===== src/rtl/capture_sequencer.sv =====
// Capture sequencer: arms on command, waits for a trigger, drops K settling
// samples, then forwards N samples as one AXI-Stream frame with tlast.
//
// state   | meaning
// IDLE    | no capture; input sunk; a final output beat may still be pending
// ARMED   | waiting for trigger; input beats counted in status_dropped
// SKIP    | discarding K settling beats
// CAPTURE | forwarding beats to the output register until the N-th
module capture_sequencer #(
    parameter int CNT_WIDTH  = 16,
    parameter int DATA_WIDTH = 32
) (
    input  logic                  s00_axis_aclk,
    input  logic                  s00_axis_areset,
    input  logic                  ctrl_start,
    input  logic                  ctrl_abort,
    input  logic                  ctrl_trigger,
    input  logic                  ctrl_auto_trigger,
    input  logic [CNT_WIDTH-1:0]  ctrl_num_samples,
    input  logic [CNT_WIDTH-1:0]  ctrl_skip,
    input  logic                  s00_axis_tvalid,
    input  logic [DATA_WIDTH-1:0] s00_axis_tdata,
    output logic                  s00_axis_tready,
    output logic                  m00_axis_tvalid,
    output logic [DATA_WIDTH-1:0] m00_axis_tdata,
    output logic                  m00_axis_tlast,
    input  logic                  m00_axis_tready,
    output logic                  status_busy,
    output logic [1:0]            status_state,
    output logic                  status_done,
    output logic                  status_aborted,
    output logic [CNT_WIDTH-1:0]  status_dropped
);

    typedef enum logic [1:0] {
        ST_IDLE    = 2'd0,
        ST_ARMED   = 2'd1,
        ST_SKIP    = 2'd2,
        ST_CAPTURE = 2'd3
    } state_t;

    state_t                state_q, state_d;
    logic [CNT_WIDTH-1:0]  num_q, num_d;
    logic [CNT_WIDTH-1:0]  skip_q, skip_d;
    logic [CNT_WIDTH-1:0]  cnt_q, cnt_d;
    logic [CNT_WIDTH-1:0]  dropped_q, dropped_d;
    logic                  busy_q, busy_d;
    logic                  aborted_q, aborted_d;
    logic                  m_valid_q, m_valid_d;
    logic [DATA_WIDTH-1:0] m_data_q, m_data_d;
    logic                  m_last_q, m_last_d;

    logic beat;
    logic done;
    logic start_ok;
    logic is_last;

    // Ready is forced high during reset so the downsampler never sees a stall.
    assign s00_axis_tready = s00_axis_areset | (state_q != ST_CAPTURE)
                           | m00_axis_tready | ~m_valid_q;
    assign beat     = s00_axis_tvalid & s00_axis_tready;
    assign done     = m_valid_q & m00_axis_tready & m_last_q & busy_q;
    assign start_ok = ctrl_start & ~busy_q & ~ctrl_abort & (ctrl_num_samples != '0);
    assign is_last  = (cnt_q == num_q - 1'b1);

    always_comb begin
        state_d   = state_q;
        num_d     = num_q;
        skip_d    = skip_q;
        cnt_d     = cnt_q;
        dropped_d = dropped_q;
        busy_d    = busy_q;
        aborted_d = 1'b0;
        m_valid_d = m_valid_q;
        m_data_d  = m_data_q;
        m_last_d  = m_last_q;

        if (m_valid_q && m00_axis_tready) m_valid_d = 1'b0;
        if (done) busy_d = 1'b0;

        // A pending output beat survives abort untouched; only sequencing stops.
        if (ctrl_abort) begin
            state_d   = ST_IDLE;
            cnt_d     = '0;
            skip_d    = '0;
            busy_d    = 1'b0;
            aborted_d = busy_q;
        end else begin
            case (state_q)
                ST_IDLE: begin
                    if (start_ok) begin
                        state_d   = ST_ARMED;
                        num_d     = ctrl_num_samples;
                        skip_d    = ctrl_skip;
                        cnt_d     = '0;
                        dropped_d = '0;
                        busy_d    = 1'b1;
                    end
                end
                ST_ARMED: begin
                    if (beat && (dropped_q != '1)) dropped_d = dropped_q + 1'b1;
                    if (ctrl_trigger || ctrl_auto_trigger)
                        state_d = (skip_q != '0) ? ST_SKIP : ST_CAPTURE;
                end
                ST_SKIP: begin
                    // skip_q is a down-counter; terminal count on the K-th beat.
                    if (beat) begin
                        skip_d = skip_q - 1'b1;
                        if (skip_q == 1) state_d = ST_CAPTURE;
                    end
                end
                ST_CAPTURE: begin
                    if (beat) begin
                        m_valid_d = 1'b1;
                        m_data_d  = s00_axis_tdata;
                        m_last_d  = is_last;
                        cnt_d     = cnt_q + 1'b1;
                        if (is_last) begin
                            state_d = ST_IDLE;
                            cnt_d   = '0;
                        end
                    end
                end
                default: state_d = ST_IDLE;
            endcase
        end
    end

    always_ff @(posedge s00_axis_aclk) begin
        if (s00_axis_areset) begin
            state_q   <= ST_IDLE;
            num_q     <= '0;
            skip_q    <= '0;
            cnt_q     <= '0;
            dropped_q <= '0;
            busy_q    <= 1'b0;
            aborted_q <= 1'b0;
            m_valid_q <= 1'b0;
            m_data_q  <= '0;
            m_last_q  <= 1'b0;
        end else begin
            state_q   <= state_d;
            num_q     <= num_d;
            skip_q    <= skip_d;
            cnt_q     <= cnt_d;
            dropped_q <= dropped_d;
            busy_q    <= busy_d;
            aborted_q <= aborted_d;
            m_valid_q <= m_valid_d;
            m_data_q  <= m_data_d;
            m_last_q  <= m_last_d;
        end
    end

    assign m00_axis_tvalid = m_valid_q;
    assign m00_axis_tdata  = m_data_q;
    assign m00_axis_tlast  = m_last_q;
    assign status_busy     = busy_q;
    assign status_state    = state_q;
    assign status_done     = done;
    assign status_aborted  = aborted_q;
    assign status_dropped  = dropped_q;

endmodule


===== config.mk =====
export PLATFORM = sky130hd
export DESIGN_NAME = capture_sequencer
export DESIGN_NICKNAME = d
export VERILOG_FILES = /design/src/rtl/capture_sequencer.sv
export SDC_FILE = /design/constraint.sdc
export NUM_CORES = 1
export LEC_CHECK = 0
export BUFFER_PORTS_ARGS = -buffer_cell sky130_fd_sc_hd__buf_2
export CORE_MARGIN = 2
export CORE_UTILIZATION = 40
export CTS_CLUSTER_SIZE = 30
export DETAILED_ROUTE_END_ITERATION = 6
export HOLD_SLACK_MARGIN = 0.08
export PLACE_DENSITY = 0.67
export RECOVER_POWER = 100
export SLEW_MARGIN = 10
export SYNTH_ARGS = -nofsm -noshare
export SYNTH_HDL_FRONTEND = slang
export SYNTH_SLANG_ARGS = --single-unit

===== constraint.sdc =====
create_clock -name s00_axis_aclk -period 3.21 [get_ports s00_axis_aclk]
set_clock_uncertainty 0.05 [all_clocks]
set_input_delay 0.642 -clock s00_axis_aclk [delete_from_list [all_inputs] [get_ports s00_axis_aclk]]
set_output_delay 0.642 -clock s00_axis_aclk [all_outputs]
set_load 0.01 [all_outputs]

---- Word-level counts from Yosys, hierarchy flattened ----
Cells that the tools add are included.
word-level totals
  bits in registers ....................... 102
  input port bits ......................... 72
  output and inout port bits .............. 56
  word-level logic and storage cells ...... 82
cells by class
  $add $sub $neg .......................... 4
  equal/unequal tests ..................... 14
  multiplexer cells ....................... 24
  bitwise logic cells ..................... 13
  reduce and logical (&&, ||, !) cells .... 17
operator list
  cell                                                                  number
  16-bit 2-to-1 mux                                                     6
  16-bit case mux with 2 select lines                                   3
  16-bit by 1-bit adder with 16-bit output, second input constant       2
  16-bit nonzero test                                                   2
  16-bit by 1-bit subtractor with 16-bit output, second input constant  2
  16-bit by 1-bit == test with 1-bit output, second input constant      1
  16-bit == test                                                        1
  16-bit != test, second input constant                                 1
  2-bit != test, second input constant                                  8
  2-bit 2-to-1 mux                                                      6
  3-bit AND reduction                                                   4
  1-bit 2-to-1 mux                                                      8
  2-bit case mux with 4 select lines                                    1
  1-bit AND                                                             7
  6-bit AND reduction                                                   1
  2-bit nonzero test                                                    3
  2-bit == test, second input constant                                  2
  4-bit AND reduction                                                   1
  2-bit OR reduction                                                    2
  1-bit inverter                                                        3
  1-bit bitwise OR                                                      3
  2-bit by 1-bit == test with 1-bit output, second input constant       1
  1-bit logical AND                                                     2
  2-bit zero test                                                       1
  1-bit logical OR                                                      1

---- Logic depth before layout (Yosys ltp) ----
Gate-level depths: netlist (run 1).
  word-level depth ........................ 8
  mapped depth ............................ 12
  depth with buffers taken out ............ 10

---- Worst setup path after synthesis (run 1) ----
Ideal clock, no wire load.
  path type ............................... input port to flip-flop
  start ................................... in s00_axis_areset
  end ..................................... reg cnt_q[12]
  setup time .............................. 114 ps
  arrival time ............................ 2526 ps
  required time ........................... 3046 ps
  slack ................................... 520 ps
  stages .................................. 8
  path buffers ............................ 1
  cell sequence ........................... clkbuf_1 > nand4bb_1 > nand2_1 > a211o_2 > nor4_1 > nand4_1 > xor2_1 > nor2_1
between the ends
  cells in the longest elaborated chain, start to end .. 6
  elaborated cells between the ends (all ways) .. 7
ends and longest elaborated chain
  element                         line  text
  start: declaration              14    input logic s00_axis_areset,
  1-bit bitwise OR                59    assign s00_axis_tready = s00_axis_areset | (state_q != ST_CAPTURE)
  1-bit bitwise OR (2 in series)  60    | m00_axis_tready | ~m_valid_q;
  net s00_axis_tready             23    output logic s00_axis_tready,
  1-bit AND                       61    assign beat = s00_axis_tvalid & s00_axis_tready;
  2-bit != test (no line)         n/a
  3-bit AND reduction (no line)   n/a
  end signal: assignment          145   cnt_q <= cnt_d;
  end: declaration                45    logic [CNT_WIDTH-1:0] cnt_q, cnt_d;
The timed path passes the listed nets, and every way through them passes these cells.
A chain may end at the register's enable or synchronous reset.

---- Worst setup path in the final report (run 1) ----
  start ................................... reg state_q[0], in the netlist status_state[0]
  end ..................................... reg skip_q[0]
between the ends
  cells in the longest elaborated chain, start to end .. 7
  elaborated cells between the ends (all ways) .. 12
ends and longest elaborated chain
  element                         line  text
  start: declaration              42    state_t state_q, state_d;
  start signal: assignment        142   state_q <= state_d;
  2-bit != test                   59
  1-bit bitwise OR                59
  1-bit bitwise OR (2 in series)  60
  1-bit AND                       61
  2-bit != test (no line)         n/a
  3-bit AND reduction (no line)   n/a
  end signal: assignment          144   skip_q <= skip_d;
  end: declaration                44    logic [CNT_WIDTH-1:0] skip_q, skip_d;
Parallel ways exist; a longest one is shown, timed or not.

==> flow_summary.toml, run 1 <==
[clock_network]
post-cts-setup-buffer-count = 0
numCtsBuffers = 9
clk_path_buf_depth = 2
tritoncts = "yes"
hold_buffers = 0
cts_resized = 0
clk_root_buffer_cell = "clkbuf_16"
path_clk_slew_ns = 0.07
cts_max_level = 3
worst_skew_pair.late_latency_ns = 0.34
clock-sinks = 102

[finish]
seq_area_um2 = 2040
multi_input_area_um2 = 2860
nFillCells = 1285
fin_nets = 843
syn_to_final_growth_pct = 18.9
drive_gt1_frac = 0.138
antenna_cells = 0

[logic_synthesis]
netlist_area_um2 = 5160
synth_xor_area_frac = 0.0730
postSynth.asyncResetShare = 0
synth.largest_area_cell = "dfxtp_1"
ys.flop_type = "dfxtp_1"
synth_nets = 731
syn_area_per_cell_um2 = 7.94
yosys_warnings = 0
ys_seq_elements = 102
synth_top_family_by_area = "simple AND/OR/NAND/NOR gates"
synth_edf_count = 0
synth_mux_area_frac = 0.0349
yosysUniqueCellTypes = 63
synth_top_area_frac = 0.396
synth_area_leaders = "dfxtp_1, nand2_1, a21oi_1"
synth_common_cells = "dfxtp_1, nand2_1, nor2_1, a21oi_1, clkbuf_1"
synthAdderAreaFrac = 0.0218
synth_compound_area_frac = 0.152
syn_inst = 650
ys_seq_area_frac = 0.396
yosys.area_share.simple = 0.270

[floorplanning]
die_w_um = 118
boundaryPins = 128
die-area_um2 = 13800
start_util = 0.409
rows = 41
core_area_um2 = 12600
die_h_um = 118

[setup_path]
critical_path.startpoint = "status_state[0]"
r2r_slack_ns = 0.22
cp-end-kind = "flop"
cpPeakStageDelay_ns = 0.90
arrival_ns = 3.17
timing.critical_path.to = "skip_q[0]"
worstPathCellList = "ha_1 > nand4bb_1 > nand2_1 > clkbuf_1 > a211oi_2 > clkbuf_1 > o21ai_0 > a221oi_1"
r2r-end = "skip_q[0]"
critPathMaxFanout = 28
cp-start-kind = "flop"
r2r_cells = 8
cp.required_ns = 3.40
crit_type = "reg -> reg"
cp_common_cell = "clkbuf_1"
worstReg2RegStart = "status_state[0]"
crit_slowest_cell = "clkbuf_1"

[power]
vdd_drop_max_mv = 0.387
power_uw = 2800
leakagePower_uw = 0.00229
power.density_nw_per_um2 = 457

[timing]
grt_setup_unrepaired = "no"
final-max-slew-violation-count = 0
max_freq_mhz = 335
worst_slack_ns = 0.222
finalSetupViolations = 0
worst_hold_slack_ns = 0.406
worst_pin_slew_ns = 1.19
period_minus_slack_ns = 2.99
maxSlewHeadroom = 0.209
fin_crit_sh = 0.931
tns_ns = 0
hold_viol = 0

[global_route]
grt_max_degree = 54
groute.usage.overall = 0.191
antenna_found_initial = 0
grt_pass1_wl_um = 22100
grt_pass1_vias = 4485
gr-total-overflow = 0

[worst_hold_path]
hold_path_class = "reg -> reg"
whs_path_depth = 2

[route]
via_per_inst = 5.27
drtIter0Drc = 452
wl_per_cell_um = 14.2
drt-total-wl_um = 13300
drtAntennaViolNets = 0
vias = 4944
dr.pass1.iters = 6
drc = 0

[place]
hpwl_um = 9860
portBuffers = 127
pre_cts_slack_ns = 0.306
gp_congestion = 0.883

[run_status]
status = "finished clean"

[run]
drv_cap = 0
## registers in the layout, indices dropped and copies added (netlist names)
name / count
cnt_q: 16
m00_axis_tlast: 1
m00_axis_tvalid: 1
status_dropped: 16
status_state: 2
status_busy: 1
status_aborted: 1
skip_q: 16
num_q: 16
m00_axis_tdata: 32
## cell usage in the layout, fill, tap and decap left out, drive strengths merged, types with 11 or more instances in the layout
master	netlist	final
mux2i	18	18
nand4	13	13
nand2	102	102
a21oi	57	57
nor2	75	75
dfxtp	102	102
clkbuf	28	73
o21ai	23	23
nor4	16	16
inv	21	22
a211oi	11	11
xnor2	21	21
nand3	24	24
buf	9	77
nor3	17	17
xor2	22	22
## worst min path at each step
stage                               endpoint               start  slack (ns)
after CTS                 m00_axis_tdata[14]  m00_axis_tdata[14]        0.41
after global placement     m00_axis_tdata[3]   m00_axis_tdata[3]        0.39
after floorplan                   skip_q[14]          skip_q[14]        0.40
final                     m00_axis_tdata[25]  m00_axis_tdata[25]        0.41
after global routing      m00_axis_tdata[30]  m00_axis_tdata[30]        0.42
after detailed placement  m00_axis_tdata[14]  m00_axis_tdata[14]        0.40
## stage by stage
stage / std cells / cell area (um^2) / util
finish: 939 / 6130 / 0.486
global route: 939 / 6130 / 0.486
CTS: 939 / 6220 / 0.493
detailed placement: 923 / 5920 / 0.469
global placement: 923 / 5920 / 0.469
floorplan: 650 / 5160 / -
## cell type report
type / instances / share of cell area
clock inverters: 4 / 0.00897
multi-input cells: 490 / 0.467
well taps: 172 / 0.0351
repair buffers: 138 / 0.103
clock buffers: 12 / 0.0402
inverters: 21 / 0.0128
flip-flops and latches: 102 / 0.333
## cells by family (layout without fill, tap and decap cells)
kind of cell	after synthesis	count (layout)
compound gates	128	128
flops	102	102
mux	18	18
simple gates	292	292
fa+ha+maj	9	9
xor+xnor	43	43
buf+inv	58	175
## critical path: cells and delay by family (launching register included)
kind	cells	cell delay [ns]
compound gates	3	0.79
fa+ha+maj	1	0.33
buf+inv	2	1.08
flops	1	0.36
simple gates	2	0.28
## where the power goes
group          switching (uW)  total, uW  internal [uW]  leakage [uW]
registers                31.3       1320           1290      0.000825
logic                     213        375            162       0.00132
clock network             475       1110            631      0.000143
total                     720       2800           2080       0.00229
## routing by layer
metal	routed length (um)	part of all wire	vias up	global-route usage
met5	0	0	-	0
met4	193	0.015	0	0.0369
met3	702	0.053	16	0.0422
met2	6410	0.48	146	0.333
met1	5990	0.45	2292	0.243
li1	-	-	2490	-
No activity file was read; power rests on OpenSTA's default activity.
==> run 2: changes to the inputs <==
--- a/config.mk
+++ b/config.mk
@@ -6,13 +6,16 @@
 export NUM_CORES = 1
 export LEC_CHECK = 0
 export BUFFER_PORTS_ARGS = -buffer_cell sky130_fd_sc_hd__buf_2
+export CELL_PAD_IN_SITES_DETAIL_PLACEMENT = 0
+export CELL_PAD_IN_SITES_GLOBAL_PLACEMENT = 1
 export CORE_MARGIN = 2
-export CORE_UTILIZATION = 40
+export CORE_UTILIZATION = 39
 export CTS_CLUSTER_SIZE = 30
 export DETAILED_ROUTE_END_ITERATION = 6
 export HOLD_SLACK_MARGIN = 0.08
-export PLACE_DENSITY = 0.67
+export PLACE_DENSITY = 0.84
 export RECOVER_POWER = 100
+export SKIP_LAST_GASP = 1
 export SLEW_MARGIN = 10
 export SYNTH_ARGS = -nofsm -noshare
 export SYNTH_HDL_FRONTEND = slang
==> run 2 against run 1 <==
Final cell count grew 0.43%. Flip-flop and latch count did not move. Sequential share of layout area about the same. Worst hold slack about the same. Sequential power about the same. Maximum frequency increased by 1.3%. Global-route usage increased by 0.22 points. Combinational power barely moved. Largest cell class unchanged.
==> flow_summary.toml, run 2 (synthesis gave the netlist of run 1 again) <==
[setup_path]
critPathMaxFanout = 28
cp.required_ns = 3.41
cp-start-kind = "flop"
arrival_ns = 3.15
cp_top_family = "buffers and inverters"
crit_slowest_cell = "clkbuf_1"
worstReg2RegStart = "status_state[0]"
cp_num_buf_inv = 2
worstPathCellList = "ha_1 > nand4bb_1 > nand2_1 > buf_4 > a211oi_1 > clkbuf_1 > o21ai_0 > a221oi_1"
cpPeakStageDelay_ns = 0.88
crit_type = "reg -> reg"
critical_path.startpoint = "status_state[0]"
cp-end-kind = "flop"

[timing]
final-max-slew-violation-count = 0
maxSlewHeadroom = 0.184
max_freq_mhz = 339
worst_pin_slew_ns = 1.22
tns_ns = 0
hold_viol = 0
period_minus_slack_ns = 2.95
grt_setup_unrepaired = "no"
finalSetupViolations = 0
fin_crit_sh = 0.919

[clock_network]
worst_skew_pair.late_latency_ns = 0.35
cts_resized = 0
clk_root_buffer_cell = "clkbuf_16"
path_clk_slew_ns = 0.07
tritoncts = "yes"
post-cts-setup-buffer-count = 0
numCtsBuffers = 9
clk_path_buf_depth = 2
clock-sinks = 102
hold_buffers = 0
cts_max_level = 3

[finish]
layout_common_cells = "nand2_1, dfxtp_1, nor2_1"
syn_to_final_growth_pct = 19.0
antenna_cells = 0
nFillCells = 1330
fin_nets = 843
fin_cells = 943
drive_gt1_frac = 0.140
largest_register_ffs = 32

[route]
drt-total-wl_um = 13600
m1WireLength_um = 6080
drtAntennaViolNets = 0
route.met2.wl_um = 6430
via_per_inst = 5.28
routed.top_layer = "met4"
dr.pass1.iters = 4
dr_wl_met3_um = 792
drc = 0
drtIter0Drc = 450
wl_per_cell_um = 14.5
vias = 4976

[floorplanning]
die-area_um2 = 14200
start_util = 0.394
boundaryPins = 128
die_h_um = 119
core_area_um2 = 13100
die_w_um = 119
rows = 42

[worst_hold_path]
hold_path_class = "reg -> reg"
holdCritStartpoint = "m00_axis_tdata[30]"

[place]
dp_cells = 927
gp_congestion = 0.839
hpwl_um = 10000
portBuffers = 127

[run]
drv_cap = 0

[global_route]
grt_max_degree = 54
groute.usage.overall = 0.193
grt_pass1_vias = 4637
grt_pass1_wl_um = 22500
gr-total-overflow = 0
antenna_found_initial = 0

[run_status]
status = "finished clean"

[power]
leakagePower_uw = 0.00229
power.density_nw_per_um2 = 459
vdd_drop_max_mv = 0.319
[run 2: changes by cell type in the layout (fill, tap and decap cells not counted), sizes merged]
cell,change
buf,+1
clkbuf,-3
clkinv,+2
[run 2: path summary, 6_finish.rpt]
kind	endpoint	slack (ns)	cells past startpoint
max reg2reg	skip_q[0]	0.26	8
min	m00_axis_tdata[30]	0.41	2
max	skip_q[0]	0.26	8
min reg2reg	m00_axis_tdata[30]	0.41	2
[run 2: layout make-up]
type / count / area [um^2] / share of cell area
Sequential cell: 102 / 2040 / 0.333
Tap cell: 176 / 220 / 0.0359
Timing Repair Buffer: 138 / 637 / 0.104
Clock buffer: 10 / 239 / 0.0389
Multi-Input combinational cell: 490 / 2850 / 0.465
Clock inverter: 6 / 68.8 / 0.0112
Inverter: 21 / 78.8 / 0.0128
[run 2: power by group]
part | total, uW | internal (uW) | switching (uW)
Clock | 1130 | 630 | 497
Sequential | 1320 | 1290 | 30.9
Combinational | 372 | 161 | 211
Total | 2820 | 2080 | 739
[run 2: worst min-delay path, stage by stage, from the launching register on]
cell and delay, ns:
dfxtp_1 0.31, nand2_1 0.05, a21oi_1 0.05
[run 2: metal layers]
metal,GRT usage,vias up
met5,0,-
met2,0.316,146
met1,0.245,2316
met4,0.0655,0
li1,-,2489
met3,0.0536,25
[run 2: per-stage QoR]
step | util | instance area [um^2] | power, uW | hold slack [ns] | setup WS (ns)
after detailed placement | 0.452 | 5920 | 1720 | 0.395 | 0.191
after global placement | 0.452 | 5920 | 1710 | 0.389 | 0.283
after CTS | 0.476 | 6230 | 2850 | 0.405 | 0.270
after global routing | 0.469 | 6140 | 2950 | 0.425 | 0.0126
final | 0.469 | 6140 | 2820 | 0.406 | 0.261
after floorplan | - | 5160 | 1600 | 0.400 | 0.520
